[src/rtl/keypad_pkg.sv]
// keypad_pkg: shared types and constants for the matrix-keypad scanner.
//   state_e    - scanner FSM states
//   key_w()    - width of a raw key index for a given matrix size
//   phone_code - maps a raw 4x3 phone-layout index to its symbol code
package keypad_pkg;

    typedef enum logic [1:0] {
        StScan    = 2'd0,
        StPressDb = 2'd1,
        StHeld    = 2'd2,
        StRelDb   = 2'd3
    } state_e;

    // Raw key index width: clog2(rows * cols).
    function automatic int unsigned key_w(input int unsigned rows, input int unsigned cols);
        return $clog2(rows * cols);
    endfunction

    // 4x3 phone layout: rows 1-2-3 / 4-5-6 / 7-8-9 / *-0-#.
    localparam int unsigned PhoneRows = 4;
    localparam int unsigned PhoneCols = 3;

    typedef logic [3:0] code_t;

    localparam code_t CodeStar = 4'd10;
    localparam code_t CodeHash = 4'd11;
    localparam code_t CodeNone = 4'd13;

    function automatic code_t phone_code(input logic [3:0] idx);
        code_t code;
        case (idx)
            4'd0:    code = 4'd1;
            4'd1:    code = 4'd2;
            4'd2:    code = 4'd3;
            4'd3:    code = 4'd4;
            4'd4:    code = 4'd5;
            4'd5:    code = 4'd6;
            4'd6:    code = 4'd7;
            4'd7:    code = 4'd8;
            4'd8:    code = 4'd9;
            4'd9:    code = CodeStar;
            4'd10:   code = 4'd0;
            4'd11:   code = CodeHash;
            default: code = CodeNone;
        endcase
        return code;
    endfunction

endpackage

[src/rtl/key_fifo.sv]
// key_fifo: small synchronous FIFO for key events.
//   clock, reset - system clock, synchronous active-high reset (empties FIFO)
//   push/push_data - write request; ignored when full unless a pop happens the same cycle
//   pop          - read request; ignored when empty
//   head_data    - oldest entry (held stable until popped)
//   empty, full  - occupancy flags
module key_fifo #(
    parameter int unsigned WIDTH = 4,
    parameter int unsigned DEPTH = 4
) (
    input  logic             clock,
    input  logic             reset,
    input  logic             push,
    input  logic [WIDTH-1:0] push_data,
    input  logic             pop,
    output logic [WIDTH-1:0] head_data,
    output logic             empty,
    output logic             full
);

    localparam int unsigned AW = $clog2(DEPTH);
    localparam int unsigned CW = $clog2(DEPTH + 1);
    localparam logic [CW-1:0] CountFull = CW'(DEPTH);

    logic [WIDTH-1:0] mem_q [DEPTH];
    logic [WIDTH-1:0] mem_d [DEPTH];
    logic [AW-1:0]    wr_ptr_q, wr_ptr_d;
    logic [AW-1:0]    rd_ptr_q, rd_ptr_d;
    logic [CW-1:0]    count_q, count_d;
    logic             do_push, do_pop;

    assign empty     = (count_q == '0);
    assign full      = (count_q == CountFull);
    assign do_pop    = pop && !empty;
    // A pop frees the slot being overwritten, so a full FIFO still accepts.
    assign do_push   = push && (!full || do_pop);
    assign head_data = mem_q[rd_ptr_q];

    always_comb begin
        mem_d    = mem_q;
        wr_ptr_d = wr_ptr_q;
        rd_ptr_d = rd_ptr_q;
        count_d  = count_q;
        if (do_push) begin
            mem_d[wr_ptr_q] = push_data;
            wr_ptr_d        = wr_ptr_q + 1'b1;
        end
        if (do_pop) begin
            rd_ptr_d = rd_ptr_q + 1'b1;
        end
        case ({do_push, do_pop})
            2'b10:   count_d = count_q + 1'b1;
            2'b01:   count_d = count_q - 1'b1;
            default: count_d = count_q;
        endcase
    end

    always_ff @(posedge clock) begin
        if (reset) begin
            mem_q    <= '{default: '0};
            wr_ptr_q <= '0;
            rd_ptr_q <= '0;
            count_q  <= '0;
        end else begin
            mem_q    <= mem_d;
            wr_ptr_q <= wr_ptr_d;
            rd_ptr_q <= rd_ptr_d;
            count_q  <= count_d;
        end
    end

endmodule

[src/rtl/keypad_scanner.sv]
// keypad_scanner: matrix-keypad scanner with debounce, auto-repeat and event FIFO.
//   clock, reset  - system clock, synchronous active-high reset
//   cols_n        - asynchronous active-low column inputs (pulled up)
//   rows_n        - active-low row drives, at most one low
//   repeat_en     - enables auto-repeat while a key is held
//   key_code      - raw index (row*NUM_COLS+col) at the FIFO head
//   key_valid     - FIFO non-empty; key_ready pops when both high
//   key_held      - a debounced key is down
//   overflow      - sticky, an event was dropped; overflow_clr clears it
module keypad_scanner
    import keypad_pkg::*;
#(
    parameter int unsigned NUM_ROWS       = 4,
    parameter int unsigned NUM_COLS       = 3,
    parameter int unsigned CLK_DIV        = 500000,
    parameter int unsigned SETTLE_TICKS   = 2,
    parameter int unsigned DEBOUNCE_TICKS = 3,
    parameter int unsigned REPEAT_DELAY   = 50,
    parameter int unsigned REPEAT_RATE    = 10,
    parameter int unsigned FIFO_DEPTH     = 4,
    localparam int unsigned KEY_W         = key_w(NUM_ROWS, NUM_COLS)
) (
    input  logic                clock,
    input  logic                reset,
    input  logic [NUM_COLS-1:0] cols_n,
    output logic [NUM_ROWS-1:0] rows_n,
    input  logic                repeat_en,
    output logic [KEY_W-1:0]    key_code,
    output logic                key_valid,
    input  logic                key_ready,
    output logic                key_held,
    output logic                overflow,
    input  logic                overflow_clr
);

    typedef logic [KEY_W-1:0] idx_t;

    localparam int unsigned PW     = $clog2(CLK_DIV + 1);
    localparam int unsigned SW     = $clog2(SETTLE_TICKS + 1);
    localparam int unsigned DW     = $clog2(DEBOUNCE_TICKS + 1);
    localparam int unsigned RepMax = (REPEAT_DELAY > REPEAT_RATE) ? REPEAT_DELAY : REPEAT_RATE;
    localparam int unsigned RW     = $clog2(RepMax + 1);

    localparam logic [PW-1:0] PrescLast  = PW'(CLK_DIV - 1);
    localparam logic [SW-1:0] SettleLast = SW'(SETTLE_TICKS - 1);
    localparam logic [DW-1:0] DbLast     = DW'(DEBOUNCE_TICKS - 1);
    localparam logic [RW-1:0] DelayLast  = RW'(REPEAT_DELAY - 1);
    localparam logic [RW-1:0] RateLast   = RW'(REPEAT_RATE - 1);
    localparam idx_t          RowLast    = idx_t'(NUM_ROWS - 1);
    localparam idx_t          ColsK      = idx_t'(NUM_COLS);

    state_e              state_q, state_d;
    idx_t                row_q, row_d;
    idx_t                col_q, col_d;
    logic [PW-1:0]       presc_q, presc_d;
    logic [SW-1:0]       settle_q, settle_d;
    logic [DW-1:0]       db_q, db_d;
    logic [RW-1:0]       rep_q, rep_d;
    logic                rep_fired_q, rep_fired_d;
    logic                held_q, held_d;
    logic [NUM_ROWS-1:0] rows_n_q, rows_n_d;
    logic                ovf_q, ovf_d;
    logic [NUM_COLS-1:0] cols_meta_q, cols_meta_d;
    logic [NUM_COLS-1:0] cols_sync_q, cols_sync_d;

    logic tick;
    logic any_low;
    idx_t low_col;
    logic col_low;
    idx_t next_row;
    logic press_ok, release_ok;
    logic push, pop;
    idx_t push_code;
    logic fifo_empty, fifo_full;

    assign tick     = (presc_q == PrescLast);
    assign next_row = (row_q == RowLast) ? '0 : row_q + 1'b1;

    // Column decode on the synchronised inputs; lowest low column wins.
    always_comb begin
        any_low = 1'b0;
        low_col = '0;
        for (int c = NUM_COLS - 1; c >= 0; c--) begin
            if (!cols_sync_q[c]) begin
                any_low = 1'b1;
                low_col = idx_t'(c);
            end
        end
        col_low = 1'b0;
        for (int c = 0; c < NUM_COLS; c++) begin
            if (col_q == idx_t'(c)) begin
                col_low = !cols_sync_q[c];
            end
        end
    end

    always_comb begin
        cols_meta_d = cols_n;
        cols_sync_d = cols_meta_q;
        presc_d     = tick ? '0 : presc_q + 1'b1;
        state_d     = state_q;
        row_d       = row_q;
        col_d       = col_q;
        settle_d    = settle_q;
        db_d        = db_q;
        rep_d       = rep_q;
        rep_fired_d = rep_fired_q;
        held_d      = held_q;
        press_ok    = 1'b0;
        release_ok  = 1'b0;
        push        = 1'b0;

        if (tick) begin
            unique case (state_q)
                StScan: begin
                    if (settle_q != SettleLast) begin
                        settle_d = settle_q + 1'b1;
                    end else begin
                        settle_d = '0;
                        if (any_low) begin
                            col_d = low_col;
                            db_d  = DW'(1);
                            if (DEBOUNCE_TICKS == 1) begin
                                press_ok = 1'b1;
                            end else begin
                                state_d = StPressDb;
                            end
                        end else begin
                            row_d = next_row;
                        end
                    end
                end
                StPressDb: begin
                    if (col_low) begin
                        if (db_q == DbLast) begin
                            press_ok = 1'b1;
                        end else begin
                            db_d = db_q + 1'b1;
                        end
                    end else begin
                        // Bounce: rescan the same row from a fresh settle.
                        state_d  = StScan;
                        settle_d = '0;
                    end
                end
                StHeld: begin
                    if (!col_low) begin
                        db_d = DW'(1);
                        if (DEBOUNCE_TICKS == 1) begin
                            release_ok = 1'b1;
                        end else begin
                            state_d = StRelDb;
                        end
                    end else if (repeat_en) begin
                        // First repeat waits REPEAT_DELAY, later ones REPEAT_RATE.
                        if (rep_q == (rep_fired_q ? RateLast : DelayLast)) begin
                            push        = 1'b1;
                            rep_d       = '0;
                            rep_fired_d = 1'b1;
                        end else begin
                            rep_d = rep_q + 1'b1;
                        end
                    end else begin
                        rep_d       = '0;
                        rep_fired_d = 1'b0;
                    end
                end
                StRelDb: begin
                    if (!col_low) begin
                        if (db_q == DbLast) begin
                            release_ok = 1'b1;
                        end else begin
                            db_d = db_q + 1'b1;
                        end
                    end else begin
                        // Repeat progress is kept across a release glitch.
                        state_d = StHeld;
                    end
                end
                default: state_d = StScan;
            endcase

            if (press_ok) begin
                push        = 1'b1;
                held_d      = 1'b1;
                state_d     = StHeld;
                rep_d       = '0;
                rep_fired_d = 1'b0;
            end
            if (release_ok) begin
                held_d   = 1'b0;
                row_d    = next_row;
                settle_d = '0;
                state_d  = StScan;
            end
        end

        for (int r = 0; r < NUM_ROWS; r++) begin
            rows_n_d[r] = (row_d != idx_t'(r));
        end
    end

    assign push_code = row_q * ColsK + col_d;
    assign pop       = key_valid && key_ready;

    // Set wins over clear.
    assign ovf_d = (push && fifo_full && !pop) ? 1'b1 : (overflow_clr ? 1'b0 : ovf_q);

    always_ff @(posedge clock) begin
        if (reset) begin
            state_q     <= StScan;
            row_q       <= '0;
            col_q       <= '0;
            presc_q     <= '0;
            settle_q    <= '0;
            db_q        <= '0;
            rep_q       <= '0;
            rep_fired_q <= 1'b0;
            held_q      <= 1'b0;
            rows_n_q    <= '1;
            ovf_q       <= 1'b0;
            cols_meta_q <= '1;
            cols_sync_q <= '1;
        end else begin
            state_q     <= state_d;
            row_q       <= row_d;
            col_q       <= col_d;
            presc_q     <= presc_d;
            settle_q    <= settle_d;
            db_q        <= db_d;
            rep_q       <= rep_d;
            rep_fired_q <= rep_fired_d;
            held_q      <= held_d;
            rows_n_q    <= rows_n_d;
            ovf_q       <= ovf_d;
            cols_meta_q <= cols_meta_d;
            cols_sync_q <= cols_sync_d;
        end
    end

    key_fifo #(
        .WIDTH (KEY_W),
        .DEPTH (FIFO_DEPTH)
    ) u_key_fifo (
        .clock     (clock),
        .reset     (reset),
        .push      (push),
        .push_data (push_code),
        .pop       (pop),
        .head_data (key_code),
        .empty     (fifo_empty),
        .full      (fifo_full)
    );

    assign key_valid = !fifo_empty;
    assign rows_n    = rows_n_q;
    assign key_held  = held_q;
    assign overflow  = ovf_q;

endmodule

[config.mk]
export PLATFORM = sky130hd
export DESIGN_NAME = keypad_scanner
export DESIGN_NICKNAME = d
export VERILOG_FILES = /design/src/rtl/keypad_pkg.sv /design/src/rtl/key_fifo.sv /design/src/rtl/keypad_scanner.sv
export SDC_FILE = /design/constraint.sdc
export NUM_CORES = 1
export LEC_CHECK = 0
export CAP_MARGIN = 20
export CELL_PAD_IN_SITES_DETAIL_PLACEMENT = 0
export CELL_PAD_IN_SITES_GLOBAL_PLACEMENT = 1
export CORE_MARGIN = 8
export CORE_UTILIZATION = 30
export CTS_CLUSTER_SIZE = 14
export DETAILED_ROUTE_END_ITERATION = 16
export GPL_TIMING_DRIVEN = 0
export PLACE_DENSITY_LB_ADDON = 0.1
export SLEW_MARGIN = 5
export SYNTH_ARGS = -nofsm -noshare
export SYNTH_HDL_FRONTEND = slang
export SYNTH_SLANG_ARGS = --single-unit
[constraint.sdc]
create_clock -name clock -period 3.6 [get_ports clock]
set_input_delay 0.72 -clock clock [delete_from_list [all_inputs] [get_ports clock]]
set_output_delay 0.72 -clock clock [all_outputs]
set_load 0.005 [all_outputs]
* Word-level counts from Yosys, hierarchy flattened
Cells that the tools add are included.
Cells by class: $add $sub $neg 10, multipliers 1, order comparisons 3, eq/ne operators 28, mux-type cells 70, bitwise operators 2, reductions and logical operators 30
Operators by type and width (number):
- $mux W4 | 15
- $mux W6 | 6
- $mux W1 | 28
- $mux W2 | 14
- $ne A4 B4 Y1 const B | 5
- $add A19 B1 Y19 const B | 1
- $eq A19 B19 Y1 const B | 1
- $bwmux W16 | 1
- $pmux W2 S4 | 2
- $reduce_and A6 Y1 | 2
- $ne A2 B2 Y1 const B | 5
- $reduce_bool A2 Y1 | 5
- $add A2 B1 Y2 const B | 4
- $bmux W4 S2 | 1
- $demux W4 S2 | 1
- $eq A2 B2 Y1 const B | 4
- $eq A4 B2 Y1 const B | 2
- $ne A4 B2 Y1 const B | 2
- $add A6 B1 Y6 const B | 1
- $eq A6 B6 Y1 | 1
- $ge A3 B3 Y1 const B | 2
- $logic_and A1 B1 Y1 | 6
- $logic_not A1 Y1 | 6
- $not A2 Y3 | 2
- 25 further kinds | 27
Storage, ports and cells: register bits 75, output and inout bits 11, word-level logic and storage cells 164

* Depth between registers and ports, before layout
depth after elaboration 12, mapped depth 16, depth with buffers taken out 15

* By module
From an unflattened synthesis, not the netlist that was laid out.
Unflattened totals: cells, all modules 410, area, all modules 3861.2 um^2
Modules (own cells, without submodules):
- keypad_scanner | instances 1, cells each 298, area each 2703.8 um^2, sequential area each 1041.0 um^2
- key_fifo | instances 1, cells each 112, area each 1157.4 um^2, sequential area each 460.4 um^2

* Worst setup path before layout
Ideal clock, no wire load.
kind reg2reg, start point register presc_q[0], end point register u_key_fifo.mem_q[11] (netlist name), setup time 0.065 ns, arrival 3.486 ns, slack 0.048 ns, stages on the path, launching flop included 17, path buffers 1, cell sequence dfxtp_1 -> ha_1 -> and4_1 -> nand4_2 -> or2_1 -> buf_2 -> nor3b_1 -> o2bb2ai_1 -> fa_1 -> inv_1 -> ha_1 -> fa_1 -> xnor2_1 -> xnor2_1 -> xnor2_1 -> mux2i_1 -> nor2_1
On the way: cells in the longest elaborated chain, start to end 4, elaborated cells on any way between the ends 6
RTL lines:
- from (decl) | RTL line keypad_scanner.sv:55 | logic [PW-1:0] presc_q, presc_d;
- from (signal assigned) | RTL line keypad_scanner.sv:228 | presc_q <= presc_d;
- $eq A19 B19 Y1 * | RTL line keypad_scanner.sv:76 | assign tick = (presc_q == PrescLast);
- $mux W4 | RTL line keypad_scanner.sv:113 | if (tick) begin
- $add A4 B4 Y4 | RTL line keypad_scanner.sv:203 | assign push_code = row_q * ColsK + col_d;
- $bwmux W16 | RTL line key_fifo.sv:45 | mem_d[wr_ptr_q] = push_data;
- to (signal assigned) | RTL line key_fifo.sv:65 | mem_q <= mem_d;
- to (decl) | RTL line key_fifo.sv:25 | logic [WIDTH-1:0] mem_q [DEPTH];
Every way passes the cells marked *; elsewhere a longest branch is shown, timed or not. A chain may end at the register's enable or synchronous reset.

* Final worst setup path
start point register presc_q[5], end point register u_key_fifo.mem_q[7] (netlist name)
Same word-level chain as after synthesis.

==> metrics list <==
* Kind of end point of the critical path: register
- Remaining DRCs: 0
- Setup repair after global routing left no endpoint under its margin.
* Power per standard cell area: roughly 400 nW/um2
* Arrival @ worst endpoint: between 3 and 4 ns
- Yosys Warn Count: 0
- Number of global-route vias before repair: about 2700
* Number of violations reported at the end of detailed-routing iteration 0: 156
- Static timing analysis puts the maximum clock frequency at 296 MHz.
* Worst setup SP type: register
- I/O pin count: 19
- Fin cells: ~570
- Hold Path Depth: 1
- Fraction of final layout cells with drive strength greater than 1: 0.158
- Syn Inst Count: between 300 and 400
- Number of endpoints with negative hold slack in the final report: 0
* TritonCTS clock tree: yes
- Wirelength per Cell: around 14 um
- Chip height: roughly 130 um
- The repair_antennas step left the layout with diodes totalling 0.
- Post-Synthesis Cell Area: around 3700 um2
- R2R setup slack: ~0.22 ns
* Maximum buffer depth of the clock tree: 2
- #FFs+latches synth: between 70 and 80
* Total number of clock tree sinks: 75
- Counting flops with an async set or reset pin after synthesis yields a share of 0.
* Clock slew at reported path FFs: roughly 0.060 ns
* Layout-stage area growth over the synthesis result: 21.5%
- Buffer type at the clock tree root: sky130_fd_sc_hd__clkbuf_16
- Dividing the final minimum period by the clock period gives 0.938.
- Total Routed Length: roughly 8300 um
* Total global routing overflow: 0
- H-tree lvl count: 3
- Most used cells in the layout excluding fill and tap cells: sky130_fd_sc_hd__dfxtp_1, sky130_fd_sc_hd__nor2_1, sky130_fd_sc_hd__nand2_1
- Number of buffers added by the clock tree synthesis step: 9
- Global-route wire length before repair: approximately 14000 um
- VDD sags by at most approximately 0.24 mV.
- Post-synthesis sequential area ratio: 0.408
- Critical R2R Capture: u_key_fifo.mem_q[7]$_SDFFE_PP0P_
* Maximum clock skew at final layout: between 0.008 and 0.009 ns
- At the end of routability-driven placement, the weighted congestion stood at 0.773.
- Measured in cells, the most critical reg-to-reg path has a length of 14.
- Antenna Nets Post-Route: 0
* Worst Tran Pin Value: roughly 0.63 ns
* Max Cap Violations: 0
- Maximum number of pins on one net before global-route repair: 13
- Netlist cell types: 61
* Classification of the worst-slack hold path: register to register
* Count of input and output buffers: 17
* Standard cell core area: approximately 12000 um2
* Effective utilization at floorplan: 0.307
- In the synthesized netlist the dominant register cell turns out to be sky130_fd_sc_hd__dfxtp_1.
- Placement Setup Slack: -0.585 ns
* Worst-Skew Late Latency: 0.34 ns
- The die covers approximately 16000 um2.
* Detailed placer's ending HPWL: a little under 6000 um
- A synthesized cell averages 9.59 um2.
- Across every metal layer, demand over resource in global routing totals 0.111.
* Number of enable flip-flop cells after synthesis: 0
- Number of vias after detailed routing: roughly 2700
- Time the worst path needs with I/O delays and setup: between 3 and 4 ns
- Headroom to the max-slew limit came out at 0.582.
* Number of antenna violations at the first check in global routing: 0
- For hold timing, the worst endpoint is cols_sync_q[1]$_SDFF_PP1_.
* Count of final max-slew check failures: 0
* Layout net count: around 450
* Origin of the worst min-delay path: cols_meta_q[1]$_SDFF_PP1_
- In the routed layout, each cell is associated on average with a via count of 4.74.
- Iteration count of the initial detailed-routing pass: 4
* Pleak: around 1.8 nW
- Final setup violating endpoints: 0
- Number of rows created at floorplan: 40
- PnR worst setup slack: around 0.22 ns
* CTS Hold Buffers Added: 0
- The startpoint identified for the worst register-to-register timing path is presc_q[5]$_SDFF_PP0_.
- Counting every net in the synthesized netlist gives 410.
* Result of the run: complete, no violations
* Horizontal die dimension: ~130 um
* Critical Path Fanout Max: 5
- Total placed cells including tap cells: 548
- Most common cell after layout, fill and taps aside: sky130_fd_sc_hd__dfxtp_1
* CP Data Required Time: about 3.9 ns
- Category of the most critical setup path: register to register
[through the flow]
| step | utilization | hold slack (ns) | instance area [um2] | total power, W | setup TNS, ns |
|---|---|---|---|---|---|
| 6_report | 0.373 | 0.402 | 4480 | 0.00175 | 0 |
| 5_1_grt | 0.373 | 0.434 | 4480 | 0.00183 | 0 |
| 4_1_cts | 0.367 | 0.408 | 4410 | 0.00179 | 0 |
| 3_5_place_dp | 0.336 | 0.399 | 4040 | 0.000910 | -2.61 |
| 3_3_place_gp | 0.336 | 0.403 | 4040 | 0.000910 | -2.55 |
| 2_1_floorplan | - | 0.389 | 3680 | 0.000886 | 0 |
[cells in the mapped netlist, types with 2 or more instances]
master | number | area (um2)
sky130_fd_sc_hd__dfxtp_1 | 75 | 1500
sky130_fd_sc_hd__nor2_1 | 59 | 221
sky130_fd_sc_hd__nand2_1 | 21 | 78.8
sky130_fd_sc_hd__mux2i_1 | 19 | 190
sky130_fd_sc_hd__inv_1 | 18 | 67.6
sky130_fd_sc_hd__xor2_1 | 16 | 140
sky130_fd_sc_hd__ha_1 | 14 | 175
sky130_fd_sc_hd__xnor2_1 | 14 | 123
sky130_fd_sc_hd__a21oi_1 | 13 | 65.1
sky130_fd_sc_hd__nand3_1 | 10 | 50.1
sky130_fd_sc_hd__clkbuf_1 | 9 | 33.8
sky130_fd_sc_hd__and2_1 | 8 | 50.1
sky130_fd_sc_hd__and3_1 | 8 | 50.1
sky130_fd_sc_hd__nand4_1 | 8 | 50.1
sky130_fd_sc_hd__o21ai_0 | 8 | 40.0
sky130_fd_sc_hd__or2_2 | 6 | 37.5
sky130_fd_sc_hd__nand2b_1 | 5 | 31.3
sky130_fd_sc_hd__nor3_1 | 5 | 25.0
sky130_fd_sc_hd__fa_1 | 4 | 80.1
sky130_fd_sc_hd__mux4_2 | 4 | 90.1
sky130_fd_sc_hd__nand3_2 | 4 | 40.0
sky130_fd_sc_hd__or3_1 | 4 | 25.0
sky130_fd_sc_hd__buf_2 | 3 | 15.0
sky130_fd_sc_hd__o21a_1 | 3 | 22.5
sky130_fd_sc_hd__a2111oi_4 | 2 | 55.1
sky130_fd_sc_hd__a211oi_1 | 2 | 15.0
sky130_fd_sc_hd__a221oi_1 | 2 | 17.5
sky130_fd_sc_hd__a32o_1 | 2 | 20.0
sky130_fd_sc_hd__and4_1 | 2 | 17.5
sky130_fd_sc_hd__nor3b_1 | 2 | 15.0
sky130_fd_sc_hd__nor4b_2 | 2 | 30.0
sky130_fd_sc_hd__o211ai_1 | 2 | 15.0
sky130_fd_sc_hd__o21ai_1 | 2 | 10.0
[state kept, by name, summed over array words and instances, names as in the netlist, 2 cells and up]
signal               count
state_q                  2
row_q                    4
db_q                     2
presc_q                 19
u_key_fifo.rd_ptr_q      2
rep_q                    6
u_key_fifo.wr_ptr_q      2
col_q                    4
u_key_fifo.count_q       3
cols_meta_q              3
settle_q                 2
u_key_fifo.mem_q        16
rows_n                   4
cols_sync_q              3
[cells by family after synthesis]
family	Yosys count	share of synthesized area
AOI/OAI and AO/OA	51	0.109
adders and majority gates	18	0.0693
and+or+nand+nor	155	0.229
xor gates and xnor gates	30	0.0713
muxes	24	0.0791
DFF	75	0.408
buffers and inverters	31	0.0346
[worst max-delay path by stage]
stage	startpoint	to	slack (ns)
after floorplan	presc_q[0]$_SDFF_PP0_	u_key_fifo.mem_q[11]$_SDFFE_PP0P_	0.05
after global placement	presc_q[0]$_SDFF_PP0_	u_key_fifo.mem_q[11]$_SDFFE_PP0P_	-0.57
after detailed placement	presc_q[0]$_SDFF_PP0_	u_key_fifo.mem_q[11]$_SDFFE_PP0P_	-0.59
after CTS	presc_q[0]$_SDFF_PP0_	u_key_fifo.mem_q[7]$_SDFFE_PP0P_	0.007
after global routing	presc_q[5]$_SDFF_PP0_	u_key_fifo.mem_q[7]$_SDFFE_PP0P_	0.007
final	presc_q[5]$_SDFF_PP0_	u_key_fifo.mem_q[7]$_SDFFE_PP0P_	0.22
[power breakdown]
part           total (W)  internal [W]  switching (W)
clock network   0.000857      0.000502       0.000355
logic          0.0000484     0.0000204      0.0000280
registers       0.000843      0.000837     0.00000642
[cell type report]
cell class                 instances  area (um2)
buffer                            12        57.6
timing repair buffer              26         238
multi-input combinational        278        2130
fill                            1226        7540
clock buffer                      12         256
sequential                        75        1510
clock inverter                     4        25.0
inverter                          18        67.6
tap                              147         184
[repair_timing]
action,in CTS,in global routing
gates resized for setup,12,13
pin swaps,8,7
buffers inserted,5,4
endpoints found under the setup margin,8,4
[worst max-delay path, cell delays in order (launching register included)]
cell and delay, ns:
sky130_fd_sc_hd__dfxtp_4 0.36, sky130_fd_sc_hd__nor4_4 0.33, sky130_fd_sc_hd__nand4_4 0.13, sky130_fd_sc_hd__or2_4 0.30, sky130_fd_sc_hd__nor3b_4 0.21, sky130_fd_sc_hd__o2bb2ai_2 0.09
sky130_fd_sc_hd__fa_1 0.49, sky130_fd_sc_hd__inv_1 0.05, sky130_fd_sc_hd__ha_1 0.21, sky130_fd_sc_hd__fa_2 0.38, sky130_fd_sc_hd__xnor2_2 0.16, sky130_fd_sc_hd__xnor2_2 0.15
sky130_fd_sc_hd__xnor2_2 0.25, sky130_fd_sc_hd__mux2i_1 0.11, sky130_fd_sc_hd__nor2_1 0.08
[routing by layer]
metal,up-vias,global-route usage,wire [um]
met4,0,0.0434,119
met3,11,0.0436,318
met2,29,0.166,3720
met1,1271,0.139,4120
li1,1400,-,-
met5,-,0,0
Note: power is estimated with default switching activity, not from simulation.
